[src/rtl/renderer_pkg.sv]
// Shared types and constants for the renderer pipeline (scheduler, clear, draw, frame buffer).
package renderer_pkg;

  localparam int unsigned XY_W     = 10;
  localparam int unsigned SCREEN_W = 640;
  localparam int unsigned SCREEN_H = 480;

  typedef enum logic [2:0] {
    S_LOAD_START = 3'd0,
    S_LOAD       = 3'd1,
    S_WAIT_VS    = 3'd2,
    S_CLEAR      = 3'd3,
    S_RENDER     = 3'd4,
    S_DONE       = 3'd5
  } sched_state_t;

endpackage

[src/rtl/rise_detect.sv]
// One-flop rising-edge detector; the reset value decides whether a level high at reset reads as an edge.
module rise_detect #(
  parameter logic RST_VAL = 1'b0
) (
  input  logic Clk,
  input  logic Reset,
  input  logic d,
  output logic rise
);

  logic d_q;

  always_ff @(posedge Clk or posedge Reset) begin
    if (Reset) d_q <= RST_VAL;
    else       d_q <= d;
  end

  assign rise = d & ~d_q;

endmodule

[src/rtl/render_scheduler.sv]
// Frame-level sequencer: model load, then clear -> project+draw once per vertical sync,
// owning the frame-buffer write port and the frame/overrun debug counters.
module render_scheduler #(
  parameter int unsigned XY_W  = renderer_pkg::XY_W,
  parameter int unsigned CNT_W = 16,
  parameter int unsigned OVR_W = 8
) (
  input  logic             Clk,
  input  logic             Reset,
  input  logic             frame_clk,
  input  logic             pause,
  input  logic             load_done,
  input  logic             clear_done,
  input  logic             proj_done,
  input  logic             draw_done,
  input  logic             fifo_empty,
  input  logic             clear_we,
  input  logic [XY_W-1:0]  clear_x,
  input  logic [XY_W-1:0]  clear_y,
  input  logic             draw_we,
  input  logic [XY_W-1:0]  draw_x,
  input  logic [XY_W-1:0]  draw_y,
  output logic             load_obj,
  output logic             clear_start,
  output logic             proj_start,
  output logic             draw_start,
  output logic             fb_we,
  output logic [XY_W-1:0]  fb_x,
  output logic [XY_W-1:0]  fb_y,
  output logic             fb_data,
  output logic             frame_clk_rising_edge,
  output logic             frame_done,
  output logic             busy,
  output logic [CNT_W-1:0] frame_count,
  output logic [OVR_W-1:0] overrun_count
);

  import renderer_pkg::*;

  sched_state_t state_q, state_d;
  logic p_seen_q, p_seen_d, d_seen_q, d_seen_d;
  logic load_obj_d, clear_start_d, render_start_d, render_start_q;
  logic vs_in_frame;

  // Reset value 1 so a VS level already high at reset is not taken as an edge
  rise_detect #(.RST_VAL(1'b1)) u_vs_rise (
    .Clk   (Clk),
    .Reset (Reset),
    .d     (frame_clk),
    .rise  (frame_clk_rising_edge)
  );

  assign vs_in_frame = (state_q == S_CLEAR) || (state_q == S_RENDER) || (state_q == S_DONE);

  always_comb begin
    state_d        = state_q;
    p_seen_d       = p_seen_q;
    d_seen_d       = d_seen_q;
    load_obj_d     = 1'b0;
    clear_start_d  = 1'b0;
    render_start_d = 1'b0;
    case (state_q)
      S_LOAD_START: begin
        load_obj_d = 1'b1;
        state_d    = S_LOAD;
      end
      S_LOAD: if (load_done) state_d = S_WAIT_VS;
      S_WAIT_VS: begin
        if (frame_clk_rising_edge && !pause) begin
          clear_start_d = 1'b1;
          state_d       = S_CLEAR;
        end
      end
      S_CLEAR: begin
        if (clear_done) begin
          render_start_d = 1'b1;
          p_seen_d       = 1'b0;
          d_seen_d       = 1'b0;
          state_d        = S_RENDER;
        end
      end
      S_RENDER: begin
        // Draw idle only counts once projection has finished feeding the FIFO
        p_seen_d = p_seen_q | proj_done;
        if (draw_done && fifo_empty && p_seen_d) d_seen_d = 1'b1;
        if (p_seen_d && d_seen_d) state_d = S_DONE;
      end
      S_DONE:  state_d = S_WAIT_VS;
      default: state_d = S_LOAD_START;
    endcase
  end

  always_ff @(posedge Clk or posedge Reset) begin
    if (Reset) begin
      state_q        <= S_LOAD_START;
      p_seen_q       <= 1'b0;
      d_seen_q       <= 1'b0;
      load_obj       <= 1'b0;
      clear_start    <= 1'b0;
      render_start_q <= 1'b0;
      busy           <= 1'b1;
    end else begin
      state_q        <= state_d;
      p_seen_q       <= p_seen_d;
      d_seen_q       <= d_seen_d;
      load_obj       <= load_obj_d;
      clear_start    <= clear_start_d;
      render_start_q <= render_start_d;
      busy           <= (state_d == S_LOAD_START) || (state_d == S_LOAD) ||
                        (state_d == S_CLEAR) || (state_d == S_RENDER);
    end
  end

  assign proj_start = render_start_q;
  assign draw_start = render_start_q;

  // Frame completion flag and debug counters; an edge landing in DONE is an overrun, not a swap
  always_ff @(posedge Clk or posedge Reset) begin
    if (Reset) begin
      frame_done    <= 1'b0;
      frame_count   <= '0;
      overrun_count <= '0;
    end else begin
      if (state_q == S_DONE) begin
        frame_done  <= 1'b1;
        frame_count <= frame_count + CNT_W'(1);
      end else if (frame_clk_rising_edge && !pause) begin
        frame_done  <= 1'b0;
      end
      if (frame_clk_rising_edge && vs_in_frame && (overrun_count != {OVR_W{1'b1}}))
        overrun_count <= overrun_count + OVR_W'(1);
    end
  end

  // Single frame-buffer write port: clear writes background, draw writes foreground
  always_comb begin
    fb_we   = 1'b0;
    fb_data = 1'b0;
    fb_x    = draw_x;
    fb_y    = draw_y;
    case (state_q)
      S_CLEAR: begin
        fb_we = clear_we;
        fb_x  = clear_x;
        fb_y  = clear_y;
      end
      S_RENDER: begin
        fb_we   = draw_we;
        fb_data = 1'b1;
      end
      default: ;
    endcase
  end

endmodule

[config.mk]
export PLATFORM = sky130hd
export DESIGN_NAME = render_scheduler
export DESIGN_NICKNAME = d
export VERILOG_FILES = /design/src/rtl/renderer_pkg.sv /design/src/rtl/rise_detect.sv /design/src/rtl/render_scheduler.sv
export SDC_FILE = /design/constraint.sdc
export NUM_CORES = 1
export LEC_CHECK = 0
export CORE_MARGIN = 2
export CORE_UTILIZATION = 42
export DETAILED_ROUTE_END_ITERATION = 10
export PLACE_DENSITY = 0.91
export SETUP_SLACK_MARGIN = 0.5
export SYNTH_ARGS = -nofsm -noshare
export SYNTH_HDL_FRONTEND = slang
export SYNTH_HIERARCHICAL = 1
export SYNTH_SLANG_ARGS = --single-unit
[constraint.sdc]
create_clock -name Clk -period 4 [get_ports Clk]
set_input_delay 0.8 -clock Clk [delete_from_list [all_inputs] [get_ports Clk]]
set_output_delay 0.8 -clock Clk [all_outputs]
set_load 0.01 [all_outputs]
==> run_results.csv <==
group,metric,value,unit
timing,fin_crit_sh,75.9,%
logic_synthesis,yosysWarningCount,6,
clocking,cts_hold_buf,0,
clocking,tritoncts,"yes",
timing,rsz0062_at_grt,"no",
floorplan,start_util,43.8,%
timing,post-route-min-period,3040,ps
clocking,cts_sinks,35,
clocking,clock_latency,270,ps
logic_synthesis,synthArstFlopShare,100,%
clocking,cts_root_buf,"clkbuf_8",
final_layout,n_antenna_cell,0,
placed_design,dp_hpwl,3630,µm
logic_synthesis,synth_ff_type,"dfrtp_1",
logic_synthesis,synth_cell_types,41,
placed_design,place.gp.congestion,0.742,
final_layout,stdcell_area,0.00306,mm²
worst_setup_path,critPathMaxFanout,25,
global_route,grt_overflow,0,
worst_setup_path,worstPathArrival,2240,ps
drt,drt_first_pass_iters,4,
logic_synthesis,synth_nets,219,
logic_synthesis,synth_seq_area_share,45.7,%
timing,finClkSkew,4.66,ps
worst_setup_path,crit_chain,"and3b_1 > buf_4 > mux2_2 > clkdlybuf4s50_1",
power_and_ir_drop,p_leak,1.30,nW
worst_setup_path,worstSetupPathType,"reg2out",
global_route,grt.total_usage,19.3,%
logic_synthesis,syn_inst,166,
placed_design,place_area,0.00297,mm²
drt,viasPerCell,5.17,
global_route,grt_pass1_vias,1673,
power_and_ir_drop,sequentialPowerShare,36.5,%
floorplan,io_pins,104,
drt,wirelength,4590,µm
floorplan,rows,24,
worst_setup_path,cp_num_buf_inv,2,
placed_design,numPortBuffers,103,
power_and_ir_drop,swShare,33.0,%
final_layout,layout_commonest_cell,"clkdlybuf4s50_1",
power_and_ir_drop,p_switching,0.481,mW
floorplan,die_h,71.6,µm
drt,ant_nets,0,
timing,relSlewSlack,71.5,%
final_layout,syn_to_final_growth,59.3,%
global_route,antenna_found_initial,0,
clocking,cts-resized-gates,0,
logic_synthesis,synth_edf_count,0,
floorplan,fp.coreArea,0.00438,mm²
worst_setup_path,cp-end-kind,"output port",
global_route,grt_max_degree,35,
timing,fmax,0.329,GHz
clocking,h-tree-depth,2,
clocking,cts_buffers,5,
hold_path,hp-class,"reg2reg",
worst_setup_path,slowest_stage,"dfrtp_1",
timing,report.final.slew_viol_count,0,
clocking,post_cts_buffers,0,
flow_run,cap_violations,0,
worst_setup_path,cp_data_required_time,3200,ps
worst_setup_path,cp-start-kind,"flop",
clocking,cts_buffer_depth,2,
power_and_ir_drop,pwr_density_cell,477,mW/mm²
timing,hold_violations,0,
floorplan,die_area,0.00513,mm²
timing,tightest_slew,427,ps
power_and_ir_drop,p_clk_share,17.5,%
logic_synthesis,ys_ff_latch,35,
final_layout,final_cell_mix,"clkdlybuf4s50_1 (103), dfrtp_1 (33), mux2_2 (22), nand2_1 (17), xnor2_1 (14)",
power_and_ir_drop,vdd_drop_max,0.252,mV
global_route,grt_pass1_wl,7730,µm
drt,drtIter0Drc,116,
final_layout,layout-drive-gt1-share,17.0,%
worst_setup_path,cp_slowest_stage_delay,570,ps
worst_setup_path,crit_family,"buffers and inverters",
drt,remaining_drc_errors,0,
final_layout,layout.cells.non_filler,323,
power_and_ir_drop,p_int,0.979,mW
clocking,path_clk_slew,70,ps
timing,fin_setup_tns,0,ps
final_layout,fin_nets,323,
floorplan,die_w,71.6,µm
logic_synthesis,synth.avg_cell_area,11.6,µm²
placed_design,place_inst,315,
run_status,status,"finished clean",
power_and_ir_drop,combPwrFrac,46.0,%
logic_synthesis,syn_area,0.00192,mm²
drt,num_vias,1670,
drt,wire_per_inst,14.2,µm
timing,setup-violations-final,0,
[kinds of logic (layout without fill, tap and decap cells)]
family	after synthesis	count (layout)	synth area share [%]
flip-flops	35	35	45.7
multiplexers	25	25	15.0
AND/OR/NAND/NOR	56	56	17.8
AO/OA/AOI/OAI	16	16	7.17
XOR/XNOR	19	19	8.66
adder cells (fa/ha/maj)	2	2	1.30
buffers and inverters	13	118	4.30
[worst paths after layout]
| check | startpoint | end | slack (ps) | cells past startpoint |
|---|---|---|---|---|
| worst max-delay path | state_q[0]$_DFF_PP0_ | fb_y[4] | 960 | 4 |
| worst min-delay path | frame_count[15]$_DFFE_PP0P_ | frame_count[15]$_DFFE_PP0P_ | 480 | 1 |
| worst max register to register | state_q[0]$_DFF_PP0_ | overrun_count[1]$_DFFE_PP0P_ | 2200 | 5 |
| worst min register to register | frame_count[15]$_DFFE_PP0P_ | frame_count[15]$_DFFE_PP0P_ | 480 | 1 |
| max in group asynchronous | Reset | busy$_DFF_PP1_ | 2720 | 3 |
| min in group asynchronous | Reset | u_vs_rise/d_q$_DFF_PP1_ | 840 | 2 |
[final cells by class]
| class | instances | area [µm²] |
|---|---|---|
| Tap cell | 52 | 65.1 |
| Fill cell | 338 | 1330 |
| Multi-Input combinational cell | 118 | 960 |
| Sequential cell | 35 | 878 |
| Inverter | 5 | 18.8 |
| Clock buffer | 7 | 86.3 |
| Timing Repair Buffer | 105 | 1050 |
| Clock inverter | 1 | 5.00 |
[cells in the mapped netlist (all sizes together), types with 2 or more instances]
library cell	number	area, µm²
nor2	8	35.0
and3	5	31.3
nand2	17	63.8
mux2	24	278
buf	7	60.1
xnor2	14	123
dfstp	2	52.6
nand3	3	15.0
dfrtp	33	826
inv	5	18.8
xor2	5	43.8
a21oi	3	15.0
o21ai	5	28.8
ha	2	25.0
nor2b	3	26.3
nand4	7	43.8
a31oi	2	27.5
nor3	4	25.0
nand2b	3	18.8
[power by group through the flow]
| stage | sequential, mW | combinational, mW | clock, mW |
|---|---|---|---|
| floorplan | 0.513 | 0.399 | 0 |
| global placement | 0.533 | 0.662 | 0 |
| detailed placement | 0.537 | 0.678 | 0 |
| CTS | 0.532 | 0.680 | 0.264 |
| global route | 0.545 | 0.724 | 0.285 |
| finish | 0.533 | 0.671 | 0.256 |
[per-layer routing]
metal | vias up | global-route usage [%] | part of all wire [%] | routed length, µm
li1 | 791 | - | - | -
met1 | 791 | 23.1 | 39 | 1790
met2 | 84 | 31.8 | 51 | 2340
met3 | 4 | 7.88 | 9.2 | 422
met4 | 0 | 6.08 | 0.68 | 31
met5 | - | 0 | 0 | 0
[metrics by stage]
step / worst slack [ps] / hold slack, ps / utilization, % / power, mW
floorplan: 1860 / 449 / - / 0.912
global placement: 1140 / 462 / 67.7 / 1.20
detailed placement: 1110 / 473 / 67.7 / 1.22
CTS: 939 / 487 / 69.8 / 1.48
global route: 829 / 516 / 69.8 / 1.55
finish: 964 / 480 / 69.8 / 1.46
[flip-flops by register name (all words and copies together) (netlist names)]
register       flops
busy               1
clear_start        1
d_seen_q           1
draw_start         1
frame_count       16
frame_done         1
load_obj           1
overrun_count      8
p_seen_q           1
state_q            3
u_vs_rise/d_q      1
(Power assumes the default switching activity.)
